### src/rtl/brick_hit_detector.sv
// brick_hit_detector
// Scans the brick RAM for the first live brick that contains the ball,
// clears that brick's colour so it counts as destroyed, and reports the
// brick's position and original colour for the erase pass.
module brick_hit_detector #(
  parameter int NUM_BRICKS = 40,
  parameter int BRICK_W    = 16,
  parameter int BRICK_H    = 4
) (
  input  logic        clk,
  input  logic        reset,
  input  logic        start,
  input  logic [7:0]  ball_x,
  input  logic [6:0]  ball_y,
  output logic [7:0]  ram_address,
  input  logic [17:0] ram_q,
  output logic        ram_wren,
  output logic [17:0] ram_data,
  output logic        busy,
  output logic        done,
  output logic        hit,
  output logic [7:0]  hit_index,
  output logic [7:0]  hit_x,
  output logic [6:0]  hit_y,
  output logic [2:0]  hit_colour
);

  typedef enum logic [2:0] {
    IDLE,
    READ,
    CHECK,
    CLEAR,
    DONE
  } state_t;

  localparam logic [7:0] LAST_IDX = 8'(NUM_BRICKS - 1);
  localparam logic [8:0] WIDTH9   = 9'(BRICK_W);
  localparam logic [7:0] HEIGHT8  = 8'(BRICK_H);

  state_t      state_q, state_d;
  logic [7:0]  idx_q, idx_d;
  logic [7:0]  ballX_q, ballX_d;
  logic [6:0]  ballY_q, ballY_d;
  logic        hit_q, hit_d;
  logic [7:0]  hitIndex_q, hitIndex_d;
  logic [7:0]  hitX_q, hitX_d;
  logic [6:0]  hitY_q, hitY_d;
  logic [2:0]  hitColour_q, hitColour_d;

  logic        brickLive;
  logic        inX;
  logic        inY;
  logic [8:0]  ballX9;
  logic [8:0]  brickX9;
  logic [7:0]  ballY8;
  logic [7:0]  brickY8;

  // Containment test against the entry currently on ram_q, widened so edge bricks never wrap
  always_comb begin
    ballX9    = {1'b0, ballX_q};
    brickX9   = {1'b0, ram_q[7:0]};
    ballY8    = {1'b0, ballY_q};
    brickY8   = {1'b0, ram_q[14:8]};
    brickLive = (ram_q[17:15] != 3'b000);
    inX       = (ballX9 >= brickX9) && (ballX9 < (brickX9 + WIDTH9));
    inY       = (ballY8 >= brickY8) && (ballY8 < (brickY8 + HEIGHT8));
  end

  // Next-state logic: walk the entries in order and stop at the first live hit
  always_comb begin
    state_d     = state_q;
    idx_d       = idx_q;
    ballX_d     = ballX_q;
    ballY_d     = ballY_q;
    hit_d       = hit_q;
    hitIndex_d  = hitIndex_q;
    hitX_d      = hitX_q;
    hitY_d      = hitY_q;
    hitColour_d = hitColour_q;
    case (state_q)
      IDLE: begin
        if (start) begin
          ballX_d     = ball_x;
          ballY_d     = ball_y;
          idx_d       = 8'd0;
          hit_d       = 1'b0;
          hitIndex_d  = 8'd0;
          hitX_d      = 8'd0;
          hitY_d      = 7'd0;
          hitColour_d = 3'd0;
          state_d     = READ;
        end
      end
      READ: begin
        state_d = CHECK;
      end
      CHECK: begin
        if (brickLive && inX && inY) begin
          hit_d       = 1'b1;
          hitIndex_d  = idx_q;
          hitX_d      = ram_q[7:0];
          hitY_d      = ram_q[14:8];
          hitColour_d = ram_q[17:15];
          state_d     = CLEAR;
        end else if (idx_q == LAST_IDX) begin
          state_d = DONE;
        end else begin
          idx_d   = idx_q + 8'd1;
          state_d = READ;
        end
      end
      CLEAR: begin
        state_d = DONE;
      end
      DONE: begin
        state_d = IDLE;
      end
      default: begin
        state_d = IDLE;
      end
    endcase
  end

  // State and result registers; reset abandons any scan in flight
  always_ff @(posedge clk) begin
    if (reset) begin
      state_q     <= IDLE;
      idx_q       <= 8'd0;
      ballX_q     <= 8'd0;
      ballY_q     <= 7'd0;
      hit_q       <= 1'b0;
      hitIndex_q  <= 8'd0;
      hitX_q      <= 8'd0;
      hitY_q      <= 7'd0;
      hitColour_q <= 3'd0;
    end else begin
      state_q     <= state_d;
      idx_q       <= idx_d;
      ballX_q     <= ballX_d;
      ballY_q     <= ballY_d;
      hit_q       <= hit_d;
      hitIndex_q  <= hitIndex_d;
      hitX_q      <= hitX_d;
      hitY_q      <= hitY_d;
      hitColour_q <= hitColour_d;
    end
  end

  // Idx already equals the hit index during CLEAR, so it drives the address in both phases
  always_comb begin
    ram_address = idx_q;
    ram_wren    = (state_q == CLEAR);
    ram_data    = (state_q == CLEAR) ? {3'b000, hitY_q, hitX_q} : 18'd0;
    busy        = (state_q != IDLE);
    done        = (state_q == DONE);
    hit         = hit_q;
    hit_index   = hitIndex_q;
    hit_x       = hitX_q;
    hit_y       = hitY_q;
    hit_colour  = hitColour_q;
  end

endmodule

### config.mk
export PLATFORM = sky130hd
export DESIGN_NAME = brick_hit_detector
export DESIGN_NICKNAME = d
export VERILOG_FILES = /design/src/rtl/brick_hit_detector.sv
export SDC_FILE = /design/constraint.sdc
export NUM_CORES = 1
export LEC_CHECK = 0
export ABC_CLOCK_PERIOD_IN_PS = 3200
export CAP_MARGIN = 40
export CORE_MARGIN = 2
export CORE_UTILIZATION = 47
export DETAILED_ROUTE_END_ITERATION = 8
export HOLD_SLACK_MARGIN = 0.06
export PLACE_DENSITY = 0.81
export SETUP_SLACK_MARGIN = 0.5
export SKIP_LAST_GASP = 1
export SYNTH_ARGS = -nofsm -noshare
export SYNTH_HDL_FRONTEND = slang
export SYNTH_SLANG_ARGS = --single-unit
### constraint.sdc
create_clock -name clk -period 3.2 [get_ports clk]
set_input_delay 0.64 -clock clk [delete_from_list [all_inputs] [get_ports clk]]
set_output_delay 0.64 -clock clk [all_outputs]
set_load 0.05 [all_outputs]
==> results.cfg, run 1 <==
[run_status]
status = complete, no violations

[critical_path]
crit_required_ns = 3.44
cp-end-kind = flip-flop
cpMaxStageDelayCell = clkdlybuf4s50_1
path_max_fanout = 11
critical_path_class = in -> reg
cpPeakStageDelay_ns = 0.51
cp_data_arrival_time_ns = 2.92
path_cells = clkdlybuf4s50_1 -> inv_2 -> ha_4 -> a2111oi_4 -> a211o_1 -> a31oi_4 -> and2_4 -> buf_12 -> or4_1 -> a21oi_1
crit_path_start_kind = input port

[logic_synthesis]
synth_seq_cells = 53
ys_top_cells_by_area = dfxtp_1, ha_1, a21oi_1
ys_seq_area_frac = 0.3607
yosysTopAreaCell = dfxtp_1
yosysTopAreaCellShare = 0.3607
ys_types = 42
yosys_warnings = 0
syn-cell-area_um2 = 2942
synthCells = 372
syn_area_per_cell_um2 = 7.907

[floorplan]
die_area_um2 = 6907
num_rows = 28
die_h_um = 83.11
fp.dieW_um = 83.11
core_um2 = 5991
initial_core_util = 0.4910
io_pins = 92

[finish]
design_area_um2 = 4283
fin_nets = 532
syn_to_final_growth_pct = 45.60
drive_gt1_frac = 0.1681
antennaDiodeCount = 0

[sta]
fin_crit_sh = 0.8362
rsz0062_at_grt = true
slew_viol_final = 0
post-route-min-period_ns = 2.676
setup_violations = 0
fin_tns_setup_ns = 0
worst_slack_ns = 0.5242
fin_worst_skew_ns = 0.005635
hold_violations = 0
tightest_slew_ns = 0.5447
relSlewSlack = 0.6357
clock.fmax_mhz = 373.7
hold_ws_ns = 0.4637

[grt]
grt_max_degree = 47
grt_pass1_wl_um = 13450
grt_usage = 0.2363
grt_pass1_vias = 2832
antenna_found_initial = 0
grt-ovfl-total = 0

[pwr]
p_clk_frac = 0.280
combPwrFrac = 0.212
pwr-share-seq = 0.509
power_leakage_nw = 1.729
peakVddDrop_mv = 0.2811
internal_power_mw = 0.9637
swShare = 0.2920
p_switching_mw = 0.3974
power_density_nw_per_um2 = 317.8

[worst_hold_path]
hold_path.class = reg -> reg

[detailed_routing]
num_vias = 2971
first_iter_violations = 127
route.met3.wl_um = 392
wirelength_um = 8406
first_pass_iters = 4
drc = 0
post_drt_wl_per_cell_um = 15.42
maxUsedRoutingLayer = met4
wl_met2_um = 4304
vias_per_cell = 5.451
postRouteAntennaNets = 0
drt-met1-wl_um = 3625

[place]
pre_cts_ws_ns = -0.2364
dpl_cell_area_um2 = 3974
dp_hpwl_um = 5956
gp_congestion = 0.8421
port_buffers = 88

[clock_network]
ctsHtreeMaxLevel = 2
clk_latency_ns = 0.31
cts_buffer_depth = 2
cts_sinks = 53
cts_tree = done
cts_buffers = 5
root_buffer = clkbuf_8
cts.clk_slew.worst_paths_ns = 0.10

[flow_run]
max_cap_viol_count = 0
-- final timing paths --
path / end / startpoint / slack (ns) / cells after the start
setup / recovery: ram_address[6] / ram_q[2] / 0.52 / 10
hold / removal: ballX_q[0] / ballX_q[0] / 0.46 / 2
setup reg to reg: ram_address[6] / ballX_q[0] / 0.75 / 10
hold reg to reg: ballX_q[0] / ballX_q[0] / 0.46 / 2
-- metal layers --
| layer | global-route usage | vias to the layer above |
|---|---|---|
| met3 | 0.05169 | 10 |
| met5 | 0 | - |
| met1 | 0.2943 | 1398 |
| met2 | 0.4164 | 84 |
| li1 | - | 1479 |
| met4 | 0.05365 | 0 |
-- sequential cells by signal, indices dropped and copies added (netlist names) --
signal / count
hit_index: 8
ram_address: 8
state_q: 3
hit_colour: 3
ballX_q: 8
hit_x: 8
hit: 1
ballY_q: 7
hit_y: 7
-- synthesized netlist by cell type --
cell and number:
o211a_1 1, or4_1 4, a31oi_1 5, and3_1 3
buf_6 1, clkbuf_1 15, and4b_1 1, nor4_1 1
nor4b_2 1, o211ai_1 2, nand3b_1 1, o21ai_0 9
nand2b_1 3, clkbuf_2 1, or4b_1 1, ha_1 27
inv_1 23, buf_2 3, buf_4 4, nand2b_4 1
a211o_1 2, nor2_1 7, xnor2_1 5, nor2b_1 2
a21oi_2 1, or3_1 3, a211oi_1 2, a21oi_1 52
nand4_1 7, dfxtp_1 53, nand2_1 63, nor3b_1 2
nand3_1 35, and2_1 18, a21boi_0 1, mux2_2 1
o2111ai_1 1, a2111oi_4 1, o31ai_1 3, nor3_2 1
conb_1 1, a21o_1 4
-- stage by stage --
step,power (mW),instances,utilization
after CTS,1.341,544,0.6967
after detailed placement,0.9593,534,0.6633
final,1.361,545,0.7149
after floorplan,0.8553,374,-
after global placement,0.9508,534,0.6633
after global routing,1.429,545,0.7149
-- cells in the final DEF (no fill, tap or decap), drive strengths merged, types with 2 or more instances in the layout --
cell | synthesis | final
conb | 1 | 3
and2 | 18 | 18
a21o | 4 | 4
ha | 27 | 27
dlygate4sd2 | 0 | 11
clkbuf | 16 | 8
o211ai | 2 | 2
a31oi | 5 | 5
a211o | 2 | 2
dfxtp | 53 | 53
dlymetal6s2s | 0 | 4
o31ai | 3 | 3
or3 | 3 | 3
xnor2 | 5 | 5
and3 | 3 | 3
clkinvlp | 0 | 2
inv | 23 | 23
a21oi | 53 | 53
nand2b | 4 | 4
or4 | 4 | 4
nor2b | 2 | 2
a211oi | 2 | 2
nand3 | 35 | 35
o21ai | 9 | 9
nor2 | 7 | 7
buf | 8 | 34
nand4 | 7 | 7
nor3b | 2 | 2
nand2 | 63 | 63
clkdlybuf4s50 | 0 | 60
-- power groups by stage --
stage / logic [mW] / registers [mW] / clock network (mW)
detailed placement: 0.254 / 0.706 / 0
CTS: 0.262 / 0.691 / 0.387
floorplan: 0.151 / 0.704 / 0
global placement: 0.246 / 0.705 / 0
finish: 0.288 / 0.692 / 0.381
global route: 0.317 / 0.695 / 0.418
-- critical path: cells and delay by family --
family          cells  cell delay (ns)
compound gates      4             0.73
buf+inv             3             0.71
fa+ha+maj           1             0.17
simple gates        2             0.66
-- logic make-up (layout without fill, tap and decap cells) --
logic type | after synthesis | in the layout | synth area share
fa+ha+maj | 27 | 27 | 0.1148
compound gates | 84 | 84 | 0.1697
mux | 1 | 1 | 0.003828
flops | 53 | 53 | 0.3607
buf+inv | 47 | 143 | 0.06933
simple gates | 154 | 154 | 0.2654
other cells | 1 | 3 | 0.001275
xor+xnor | 5 | 5 | 0.01489
-- cell type report --
cell class              count  area (um^2)
well taps                  75        93.84
fillers                   494         1708
flip-flops and latches     53         1061
repair buffers            112         1084
clock buffers               6        72.57
inverters                  23        86.33
multi-input cells         274         1871
clock inverters             2        15.01
-- timing repair --
action,4_1_cts,5_1_grt
resized for setup,50,34
hold buffers,0,0
setup endpoints to repair,47,35
pin swaps,16,14
setup buffers,1,1
gates cloned,1,0
Power figures use the tool's default switching activity.
==> run 2, diff against run 1 <==
--- a/config.mk
+++ b/config.mk
@@ -5,7 +5,7 @@
 export SDC_FILE = /design/constraint.sdc
 export NUM_CORES = 1
 export LEC_CHECK = 0
-export ABC_CLOCK_PERIOD_IN_PS = 3200
+export ABC_CLOCK_PERIOD_IN_PS = 2700
 export CAP_MARGIN = 40
 export CORE_MARGIN = 2
 export CORE_UTILIZATION = 47
==> constraint.sdc (replaced) <==
create_clock -name clk -period 2.7 [get_ports clk]
set_input_delay 0.54 -clock clk [delete_from_list [all_inputs] [get_ports clk]]
set_output_delay 0.54 -clock clk [all_outputs]
set_load 0.05 [all_outputs]
==> results.cfg, run 2 (synthesis results as in run 1) <==
[sta]
hold_violations = 0
setup_violations = 0
slew_viol_final = 0
worst_slack_ns = 0.08221
fin_tns_setup_ns = 0
tightest_slew_ns = 0.5690
rsz0062_at_grt = true
hold_ws_ns = 0.4624
fin_worst_skew_ns = 0.01188
relSlewSlack = 0.6206
post-route-min-period_ns = 2.618
clock.fmax_mhz = 382.0
fin_crit_sh = 0.9696

[clock_network]
ctsHoldBuffers = 0
ctsHtreeMaxLevel = 2
cts_buffer_depth = 2
root_buffer = clkbuf_8
cts_tree = done
cts_sinks = 53
clk_latency_ns = 0.32
cts.clk_slew.worst_paths_ns = 0.10
cts_buffers = 5

[critical_path]
cp-end-kind = flip-flop
critical_path_class = in -> reg
cp_data_arrival_time_ns = 2.86
path_max_fanout = 7
cpPeakStageDelay_ns = 0.40
crit_path_start_kind = input port
path_cells = dlygate4sd2_1 -> ha_1 -> nand2b_4 -> a2111oi_4 -> a211o_1 -> a31oi_4 -> and2_4 -> buf_12 -> or4_1 -> a21oi_1
crit_required_ns = 2.95
cpMaxStageDelayCell = or4_1

[detailed_routing]
postRouteAntennaNets = 0
first_iter_violations = 219
wirelength_um = 10730
num_vias = 3374
vias_per_cell = 5.951
drc = 0
first_pass_iters = 5
post_drt_wl_per_cell_um = 18.93

[pwr]
peakVddDrop_mv = 0.2813
power_density_nw_per_um2 = 369.4
design_power_total_mw = 1.813
power_leakage_nw = 2.013

[finish]
layout_common_cells = nand2_1, dfxtp_1, clkdlybuf4s50_1
syn_to_final_growth_pct = 66.82
final_cells = 567
layout_commonest_cell = nand2_1
fin_util = 0.8191
antennaDiodeCount = 0
design_area_um2 = 4907
fin_nets = 554
drive_gt1_frac = 0.3171

[grt]
grt_max_degree = 47
grt_pass1_wl_um = 14920
antenna_found_initial = 0
grt-ovfl-total = 0
grt_usage = 0.2630
grt_pass1_vias = 3266

[floorplan]
num_rows = 28
initial_core_util = 0.4910
fp.dieW_um = 83.11
die_area_um2 = 6907
die_h_um = 83.11
io_pins = 92
core_um2 = 5991

[place]
port_buffers = 88
pre_cts_ws_ns = -0.5862
dp_hpwl_um = 5995
gp_congestion = 0.8632
placedCellCount = 542
dpl_cell_area_um2 = 4269

[worst_hold_path]
hold_path.class = reg -> reg

[flow_run]
max_cap_viol_count = 0

[run_status]
status = complete, no violations
==> run 2: cell types whose count changed in the layout (fill, tap and decap cells not counted), moves of 5 or more <==
cell,change
nand3_2,+5
nand3_1,-5
buf_8,+5
buf_4,+9
and2_1,-9
nand2_1,-7
buf_12,+16
clkdlybuf4s50_1,-10
a21oi_2,+11
a21oi_1,-12
and2_2,+9
==> run 2: timing repair <==
item                       CTS  global route
setup buffers                8             5
pin swaps                   25            29
gates resized for setup     77            56
cloned                       0             4
setup endpoints to repair   42            56
==> run 2: area by class of cell <==
| class | count | area (um^2) |
|---|---|---|
| flip-flops and latches | 53 | 1062 |
| multi-input cells | 274 | 2034 |
| clock buffers | 6 | 82.58 |
| fillers | 335 | 1084 |
| inverters | 23 | 86.33 |
| repair buffers | 134 | 1510 |
| clock inverters | 2 | 37.54 |
| well taps | 75 | 93.84 |
==> run 2: critical path: cells and delay by family <==
family | cells | cell delay, ns
buffers and inverters | 2 | 0.38
AOI/OAI and AO/OA | 4 | 0.91
adders and majority gates | 1 | 0.27
and+or+nand+nor | 3 | 0.75
==> run 2: final timing paths <==
path              start              to  slack, ns  cells past startpoint
min          ballY_q[0]      ballY_q[0]       0.46                      2
min reg2reg  ballY_q[0]      ballY_q[0]       0.46                      2
max            ram_q[0]  ram_address[3]       0.08                     10
max reg2reg  ballX_q[0]  ram_address[3]       0.16                     10
==> run 2: report_power, final <==
group	internal [mW]	total [mW]	switching [mW]
Combinational	0.194	0.416	0.222
Clock	0.302	0.574	0.272
Sequential	0.800	0.822	0.0227
==> run 2: routing by layer <==
metal | up-vias | routed length [um] | GRT usage
met5 | - | 0 | 0
met4 | 0 | 582 | 0.1475
met3 | 53 | 765 | 0.04970
met2 | 208 | 5375 | 0.4758
met1 | 1599 | 4011 | 0.2854
li1 | 1514 | - | -
